`config.mk`:
```
export PLATFORM = sky130hd
export DESIGN_NAME = regfile_ctrl
export DESIGN_NICKNAME = d
export VERILOG_FILES = /design/src/rtl/regfile_ctrl_pkg.sv /design/src/rtl/regfile_ctrl.sv
export SDC_FILE = /design/constraint.sdc
export NUM_CORES = 1
export LEC_CHECK = 0
export BUFFER_PORTS_ARGS = -buffer_cell sky130_fd_sc_hd__buf_2
export CAP_MARGIN = 20
export CORE_MARGIN = 4
export CORE_UTILIZATION = 35
export CTS_BUF_LIST = sky130_fd_sc_hd__clkbuf_4 sky130_fd_sc_hd__clkbuf_8 sky130_fd_sc_hd__clkbuf_16
export CTS_CLUSTER_DIAMETER = 30
export DETAILED_ROUTE_END_ITERATION = 8
export PLACE_DENSITY = 0.64
export SLEW_MARGIN = 25
export SYNTH_ARGS = -nofsm -noshare
export SYNTH_HDL_FRONTEND = slang
export SYNTH_SLANG_ARGS = --single-unit
```
`constraint.sdc`:
```
create_clock -name clk -period 2 [get_ports clk]
set_input_delay 0.1 -clock clk [delete_from_list [all_inputs] [get_ports clk]]
set_output_delay 0.1 -clock clk [all_outputs]
set_load 0.005 [all_outputs]
```
`src/rtl/regfile_ctrl_pkg.sv`:
```
// Shared command opcodes and controller state encoding for the register-file
// access sequencer.
package regfile_ctrl_pkg;

    typedef enum logic [1:0] {
        OP_WRITE = 2'b00,
        OP_READ  = 2'b01,
        OP_DUMP  = 2'b10,
        OP_CLEAR = 2'b11
    } op_e;

    typedef enum logic [2:0] {
        ST_IDLE      = 3'd0,
        ST_WR        = 3'd1,
        ST_RD        = 3'd2,
        ST_RESP      = 3'd3,
        ST_DUMP_RD   = 3'd4,
        ST_DUMP_RESP = 3'd5,
        ST_CLR       = 3'd6
    } state_e;

endpackage

```
`src/rtl/regfile_ctrl.sv`:
```
// Command sequencer on the master side of the dual-read register file:
// write / read / dump / clear commands in, read responses out.
//
// state        | meaning
// -------------+----------------------------------------------------------
// ST_IDLE      | cmd_ready high, waiting for a command
// ST_WR        | single write cycle (suppressed for address 0)
// ST_RD        | read ports driven, data captured at end of second cycle
// ST_RESP      | read response held until rsp_ready
// ST_DUMP_RD   | read pair (idx, idx+1)
// ST_DUMP_RESP | dump pair response held until rsp_ready
// ST_CLR       | zeroing addresses 1..DEPTH-1, one per cycle
module regfile_ctrl
    import regfile_ctrl_pkg::*;
#(
    parameter int N = 4,
    parameter int W = 8
) (
    input  logic         clk,
    input  logic         rst_n,
    input  logic         cmd_valid,
    output logic         cmd_ready,
    input  logic [1:0]   cmd_op,
    input  logic [N-1:0] cmd_addr,
    input  logic [N-1:0] cmd_addr2,
    input  logic [W-1:0] cmd_data,
    output logic         rsp_valid,
    input  logic         rsp_ready,
    output logic [W-1:0] rsp_data1,
    output logic [W-1:0] rsp_data2,
    output logic [N-1:0] rsp_addr,
    output logic         rsp_last,
    output logic         busy,
    output logic         rf_we,
    output logic [N-1:0] rf_addr_rd,
    output logic [W-1:0] rf_data_in,
    output logic [N-1:0] rf_addr_rs1,
    output logic [N-1:0] rf_addr_rs2,
    input  logic [W-1:0] rf_rs1,
    input  logic [W-1:0] rf_rs2
);

    localparam int           DEPTH     = 1 << N;
    localparam logic [N-1:0] LAST_PAIR = N'(DEPTH - 2);
    localparam logic [N-1:0] LAST_ADDR = '1;

    state_e       state_q;
    logic         cmd_ready_q;
    logic         rd_phase_q;
    logic [N-1:0] idx_q;
    logic         rsp_valid_q;
    logic [W-1:0] rsp_data1_q;
    logic [W-1:0] rsp_data2_q;
    logic [N-1:0] rsp_addr_q;
    logic         rsp_last_q;
    logic         rf_we_q;
    logic [N-1:0] rf_addr_rd_q;
    logic [W-1:0] rf_data_in_q;
    logic [N-1:0] rf_addr_rs1_q;
    logic [N-1:0] rf_addr_rs2_q;

    always_ff @(posedge clk or negedge rst_n) begin
        if (!rst_n) begin
            state_q       <= ST_IDLE;
            cmd_ready_q   <= 1'b0;
            rd_phase_q    <= 1'b0;
            idx_q         <= '0;
            rsp_valid_q   <= 1'b0;
            rsp_data1_q   <= '0;
            rsp_data2_q   <= '0;
            rsp_addr_q    <= '0;
            rsp_last_q    <= 1'b0;
            rf_we_q       <= 1'b0;
            rf_addr_rd_q  <= '0;
            rf_data_in_q  <= '0;
            rf_addr_rs1_q <= '0;
            rf_addr_rs2_q <= '0;
        end else begin
            case (state_q)
                ST_IDLE: begin
                    if (cmd_valid && cmd_ready_q) begin
                        cmd_ready_q <= 1'b0;
                        case (op_e'(cmd_op))
                            OP_WRITE: begin
                                state_q      <= ST_WR;
                                rf_we_q      <= (cmd_addr != '0);
                                rf_addr_rd_q <= cmd_addr;
                                rf_data_in_q <= cmd_data;
                            end
                            OP_READ: begin
                                state_q       <= ST_RD;
                                rd_phase_q    <= 1'b0;
                                rf_addr_rs1_q <= cmd_addr;
                                rf_addr_rs2_q <= cmd_addr2;
                            end
                            OP_DUMP: begin
                                state_q       <= ST_DUMP_RD;
                                rd_phase_q    <= 1'b0;
                                idx_q         <= '0;
                                rf_addr_rs1_q <= '0;
                                rf_addr_rs2_q <= N'(1);
                            end
                            OP_CLEAR: begin
                                state_q      <= ST_CLR;
                                rf_we_q      <= 1'b1;
                                rf_addr_rd_q <= N'(1);
                                rf_data_in_q <= '0;
                            end
                        endcase
                    end else begin
                        cmd_ready_q <= 1'b1;
                    end
                end

                ST_WR: begin
                    state_q      <= ST_IDLE;
                    cmd_ready_q  <= 1'b1;
                    rf_we_q      <= 1'b0;
                    rf_addr_rd_q <= '0;
                    rf_data_in_q <= '0;
                end

                // Read ports are held for two cycles so rsp_valid rises two
                // edges after the command is accepted.
                ST_RD, ST_DUMP_RD: begin
                    if (!rd_phase_q) begin
                        rd_phase_q <= 1'b1;
                    end else begin
                        rd_phase_q    <= 1'b0;
                        rsp_valid_q   <= 1'b1;
                        rsp_data1_q   <= rf_rs1;
                        rsp_data2_q   <= rf_rs2;
                        rsp_addr_q    <= rf_addr_rs1_q;
                        rsp_last_q    <= (state_q == ST_RD) || (idx_q == LAST_PAIR);
                        rf_addr_rs1_q <= '0;
                        rf_addr_rs2_q <= '0;
                        state_q       <= (state_q == ST_RD) ? ST_RESP : ST_DUMP_RESP;
                    end
                end

                ST_RESP, ST_DUMP_RESP: begin
                    if (rsp_ready) begin
                        rsp_valid_q <= 1'b0;
                        if (rsp_last_q) begin
                            state_q     <= ST_IDLE;
                            cmd_ready_q <= 1'b1;
                        end else begin
                            state_q       <= ST_DUMP_RD;
                            idx_q         <= idx_q + N'(2);
                            rf_addr_rs1_q <= idx_q + N'(2);
                            rf_addr_rs2_q <= idx_q + N'(3);
                        end
                    end
                end

                ST_CLR: begin
                    if (rf_addr_rd_q == LAST_ADDR) begin
                        state_q      <= ST_IDLE;
                        cmd_ready_q  <= 1'b1;
                        rf_we_q      <= 1'b0;
                        rf_addr_rd_q <= '0;
                    end else begin
                        rf_addr_rd_q <= rf_addr_rd_q + N'(1);
                    end
                end

                default: begin
                    state_q     <= ST_IDLE;
                    cmd_ready_q <= 1'b0;
                    rf_we_q     <= 1'b0;
                end
            endcase
        end
    end

    assign cmd_ready   = cmd_ready_q;
    assign busy        = (state_q != ST_IDLE);
    assign rsp_valid   = rsp_valid_q;
    assign rsp_data1   = rsp_data1_q;
    assign rsp_data2   = rsp_data2_q;
    assign rsp_addr    = rsp_addr_q;
    assign rsp_last    = rsp_last_q;
    assign rf_we       = rf_we_q;
    assign rf_addr_rd  = rf_addr_rd_q;
    assign rf_data_in  = rf_data_in_q;
    assign rf_addr_rs1 = rf_addr_rs1_q;
    assign rf_addr_rs2 = rf_addr_rs2_q;

endmodule

```
==> results of run 1 <==
placed cells by master, fill, tap and decap left out, types with 2 or more instances in the layout:
master,instances
o2bb2ai_1,3
dfrtp_1,51
mux2_2,30
a31oi_1,4
xnor2_1,2
ha_1,7
or4_1,2
buf_4,12
a21o_1,2
inv_1,5
nor2_1,18
a21oi_1,6
o211ai_1,3
nor3_1,2
clkbuf_8,7
a22o_1,2
o21ai_1,2
buf_2,82
nand3_1,6
nand2b_1,2
nor3b_1,2
nand2_1,29
o21ai_0,15
final timing paths:
kind                                      startpoint                         end  cells after the start
max in group asynchronous                      rst_n   rf_data_in[6]$_DFFE_PN0P_                      3
max reg2reg                   state_q[2]$_DFFE_PN0P_  rf_addr_rs2[1]$_DFFE_PN0P_                      4
max                           state_q[2]$_DFFE_PN0P_  rf_addr_rs2[1]$_DFFE_PN0P_                      4
min                                        rf_rs2[7]    rsp_data2[7]$_DFFE_PN0P_                      2
min in group asynchronous                      rst_n    rsp_data1[6]$_DFFE_PN0P_                      2
min reg2reg                rf_data_in[0]$_DFFE_PN0P_   rf_data_in[0]$_DFFE_PN0P_                      2
worst max-delay path, delay by kind of cell (launching register included):
family,cells,cell delay [ns]
AND/OR/NAND/NOR,3,0.91
multiplexers,1,0.35
flip-flops,1,0.50
power by group:
group | leakage (nW) | total [mW] | switching (mW) | internal, mW
combinational | 0.925 | 2.57 | 1.24 | 1.33
sequential | 0.627 | 1.85 | 0.352 | 1.50
clock | 0.0505 | 0.634 | 0.319 | 0.315
cells by family (layout without fill, tap and decap cells):
family                     Yosys count  in the layout  share of synthesized area
and+or+nand+nor                     71             71                      0.138
AOI/OAI and AO/OA                   49             49                      0.142
adders and majority gates            7              7                     0.0343
buffers and inverters               13            109                     0.0274
DFF                                 51             51                      0.500
muxes                               31             31                      0.136
xor gates and xnor gates             5              5                     0.0230
layout make-up:
| type | instances | area [sq um] | share of cell area |
|---|---|---|---|
| clock buffers | 7 | 96.3 | 0.0295 |
| clock inverters | 1 | 7.51 | 0.00230 |
| inverters | 5 | 18.8 | 0.00575 |
| multi-input cells | 163 | 1210 | 0.372 |
| flip-flops and latches | 51 | 1280 | 0.391 |
| well taps | 96 | 120 | 0.0368 |
| repair buffers | 96 | 531 | 0.163 |
per-stage QoR:
step | hold slack, ns | util
4_1_cts | 0.0215 | 0.469
5_1_grt | 0.0132 | 0.470
6_report | 0.0309 | 0.470
2_1_floorplan | -0.196 | -
3_3_place_gp | 0.260 | 0.453
3_5_place_dp | 0.268 | 0.453
repair_timing:
action / CTS / global route
setup buffers: 0 / 0
endpoints found under the hold margin: 36 / 0
resized for setup: 0 / 1
hold buffers: 1 / 0
setup endpoints to repair: 0 / 3
state kept, by name, indices dropped and copies added (netlist names), 3 cells and up:
name         flops
rf_data_in       8
rsp_data1        8
rf_addr_rs1      4
rsp_data2        8
rsp_addr         4
rf_addr_rd       4
state_q          3
idx_q            3
rf_addr_rs2      4
per-layer routing:
metal,vias up,wire [um],GRT usage
met4,0,77,0.0440
li1,1004,-,-
met5,-,0,0
met2,56,2990,0.236
met1,959,2630,0.188
met3,8,329,0.0282
==> results.toml, run 1 <==
[synthesis]
ys_seq_area_frac = 0.500
synth_edf_count = 0
ys_top_cells_by_count = "dfrtp_1 (51), mux2_2 (30), nand2_1 (29)"
synth_seq_cells = 51
synthCells = 227
synth_top_area_share = 0.500
synth.largest_area_cell = "dfrtp_1"
synth.avg_cell_area_sq_um = 11.3
syn_nets = 272
yosysMostFrequentCell = "dfrtp_1"
netlist_area_sq_mm = 0.00255
synth_area_leaders = "dfrtp_1 (50%), mux2_2 (13%), nand2_1 (4.3%), ha_1 (3.4%), o21ai_0 (2.9%)"
synth_async_sr_flop_share = 1.00
synthDistinctLibCells = 49
synth_ff_type = "dfrtp_1"
yosysWarnings = 0

[floorplan]
row_count = 30
start_util = 0.368
die_h_um = 93.4
io_pins = 83
coreArea_sq_mm = 0.00694
die_x_um = 93.4
die-area_sq_mm = 0.00873

[final_layout]
fillers = 690
nets = 367
stdcell_count = 419
syn_to_final_growth_pct = 27.7
fin_area_sq_mm = 0.00326
antenna_cells = 0
drive_above_1_share = 0.446

[setup_path]
cp.required_ns = 2.19
r2r_slack_ns = 0.13
crit_chain = "or2_2 > or3_1 > nand4_4 > mux2_2"
crit_fanout = 8
end_kind = "flip-flop"
cp-start-kind = "flip-flop"
max_stage_delay_ns = 0.50
arrival_ns = 2.06
path_class = "flip-flop to flip-flop"
cp_slowest_cell = "dfrtp_1"

[global_routing]
grt.overflow.total = 0
antenna_found_initial = 0
grt_pass1_wl_um = 10100
grt_max_degree = 39
track_usage = 0.143
grt_pass1_vias = 2034

[clock_network]
cts_buffers = 5
cts.path.max_buffers = 2
cts_tree = "yes"
clock-sinks = 51
htreeDepth = 2
cts-root-buf = "clkbuf_8"
path_clk_slew_ns = 0.09
insertion_delay_ns = 0.29

[sta]
rsz0062_at_grt = "false"
fin_setup_tns_ns = 0
clock.fmax_mhz = 534
finalMaxSlewViolations = 0
finalCritPeriodShare = 0.937
worstMarginPinSlew_ns = 0.836
finClkSkew_ns = 0.00502
period_minus_slack_ns = 1.87
max_slew_margin = 0.439
hold_viol = 0
finalSetupViolations = 0
final.setup.worst_slack_ns = 0.127

[placed_design]
dp.cells = 410
dp_slack_ns = 0.103
gp_congestion = 0.897
io_buffers = 82
placed_area_sq_mm = 0.00314
dp_hpwl_um = 4780

[routing]
vias = 2027
wire_per_inst_um = 14.4
drc = 0
drtPass1Iterations = 4
routed_wl_um = 6020
first_iter_violations = 113
vias_per_cell = 4.84
ant_nets = 0

[status]
outcome = "finished, final reports clean"

[pwr]
leakage_nw = 1.60
total_power_mw = 5.06
ir_drop_uv = 481
p_per_area_mw_per_mm2 = 1550

[hold_path]
min_path_type = "input port to flip-flop"

[job]
drv_cap = 0
(Power assumes the default switching activity.)
==> run 2, diff against run 1 <==
MAX_ROUTING_LAYER = met4   (was not set)
==> run 2 against run 1 <==
Utilization increased by 0.41 points. Critical endpoint unchanged. Flip-flop and latch count unchanged. Critical path type unchanged. Hold slack got worse by 0.0078 ns.
==> results.toml, run 2 (same netlist as run 1, synthesis figures left out) <==
[floorplan]
io_pins = 83
die_x_um = 93.4
row_count = 30
die_h_um = 93.4
coreArea_sq_mm = 0.00694
die-area_sq_mm = 0.00873
start_util = 0.368

[routing]
vias_per_cell = 4.87
routed_wl_um = 6200
ant_nets = 0
drtPass1Iterations = 4
drc = 0
first_iter_violations = 84
vias = 2050
wire_per_inst_um = 14.7

[setup_path]
cp_slowest_cell = "dfrtp_1"
crit_chain = "or2_2 > or3_1 > nand4_4 > mux2_2"
arrival_ns = 2.07
crit_path_start = "state_q[1]$_DFFE_PN0P_"
path_class = "flip-flop to flip-flop"
cp-start-kind = "flip-flop"
end_kind = "flip-flop"
rr_startpoint = "state_q[1]$_DFFE_PN0P_"
crit_fanout = 8
endpoint = "rf_addr_rs2[1]$_DFFE_PN0P_"
r2r_slack_ns = 0.11
max_stage_delay_ns = 0.49
worstRegToRegCells = 4
timing.rr.end = "rf_addr_rs2[1]$_DFFE_PN0P_"
cp.required_ns = 2.19

[sta]
hold_viol = 0
finalSetupViolations = 0
finalMaxSlewViolations = 0
fin_setup_tns_ns = 0
worstMarginPinSlew_ns = 0.872
finClkSkew_ns = 0.00660
clock.fmax_mhz = 530
finalCritPeriodShare = 0.943
rsz0062_at_grt = "false"
max_slew_margin = 0.415
period_minus_slack_ns = 1.89

[placed_design]
dp_hpwl_um = 4870
io_buffers = 82
gp_congestion = 0.889

[clock_network]
cts.path.max_buffers = 2
insertion_delay_ns = 0.30
path_clk_slew_ns = 0.09
htreeDepth = 2
cts_buffers = 5
clock-sinks = 51
cts-root-buf = "clkbuf_8"
cts_tree = "yes"

[pwr]
combPwrFrac = 0.502
p_switching_mw = 1.93
p_seq_frac = 0.356
clkPwrFrac = 0.142
internal_power_mw = 3.26
ir_drop_uv = 594
switching_share = 0.373
leakage_nw = 1.62
p_per_area_mw_per_mm2 = 1580
total_power_mw = 5.19

[status]
outcome = "finished, final reports clean"

[hold_path]
min_path_type = "input port to flip-flop"

[job]
drv_cap = 0

[final_layout]
layout_common_cells = "buf_2 (82), dfrtp_1 (51), mux2_2 (30)"
multi_input_area_sq_mm = 0.00121
fillers = 690
antenna_cells = 0
syn_to_final_growth_pct = 28.8
nets = 369
layout_commonest_cell = "buf_2"
seq_area_sq_mm = 0.00128
drive_above_1_share = 0.449

[global_routing]
grt_pass1_wl_um = 9870
grt_max_degree = 39
track_usage = 0.144
grt.overflow.total = 0
grt_pass1_vias = 2050
antenna_found_initial = 0
[run 2: changes by cell type in the layout (fill, tap and decap cells not counted), sizes merged]
cell,change
clkinv,+1
buf,+2
clkbuf,-1
bufinv,+1
clkinvlp,-1
[run 2: what timing repair did]
action / 4_1_cts / 5_1_grt
hold buffers: 1 / 0
setup buffers: 0 / 0
endpoints found under the setup margin: 0 / 3
gates resized for setup: 0 / 1
hold endpoints to repair: 36 / 0
[run 2: cell type report]
class,instances,area share
well taps,96,0.0365
clock buffers,6,0.0251
multi-input cells,163,0.369
repair buffers,98,0.166
clock inverters,2,0.0106
flip-flops and latches,51,0.388
inverters,5,0.00570
[run 2: worst min path at each step]
stage,startpoint,end,cells after the start
detailed placement,rst_n,rsp_data1[4]$_DFFE_PN0P_,1
floorplan,rst_n,cmd_ready$_DFFE_PN0P_,0
CTS,rf_rs1[1],rsp_data1[1]$_DFFE_PN0P_,2
global placement,rst_n,rsp_data1[4]$_DFFE_PN0P_,1
global route,rf_rs1[4],rsp_data1[4]$_DFFE_PN0P_,2
finish,rf_rs1[1],rsp_data1[1]$_DFFE_PN0P_,2
[run 2: worst max-delay path, delay by kind of cell (launching register included)]
kind / cells / cell delay, ns
DFF: 1 / 0.49
muxes: 1 / 0.36
and+or+nand+nor: 3 / 0.93
[run 2: per-stage QoR]
stage	util	hold WS, ns	instances	instance area, sq um	worst slack, ns
after floorplan	-	-0.196	227	2550	0.291
after global placement	0.455	0.261	412	3160	0.180
after detailed placement	0.455	0.262	412	3160	0.122
after CTS	0.473	0.0181	421	3290	0.119
after global routing	0.474	0.0121	421	3290	0.0331
final	0.474	0.0231	421	3290	0.113
[run 2: per-layer routing]
metal / track usage / share of wire / vias up
met5: - / 0 / -
met4: 0.0366 / 0.0071 / 0
met2: 0.239 / 0.50 / 57
li1: - / - / 1009
met1: 0.185 / 0.45 / 980
met3: 0.0225 / 0.043 / 4
[run 2: power by group through the flow]
stage / clock network (mW) / registers (mW) / logic (mW)
finish: 0.739 / 1.85 / 2.61
global route: 0.802 / 1.92 / 2.88
CTS: 0.764 / 1.85 / 2.64
detailed placement: 0 / 1.87 / 2.63
global placement: 0 / 1.85 / 2.59
floorplan: 0 / 1.85 / 1.67
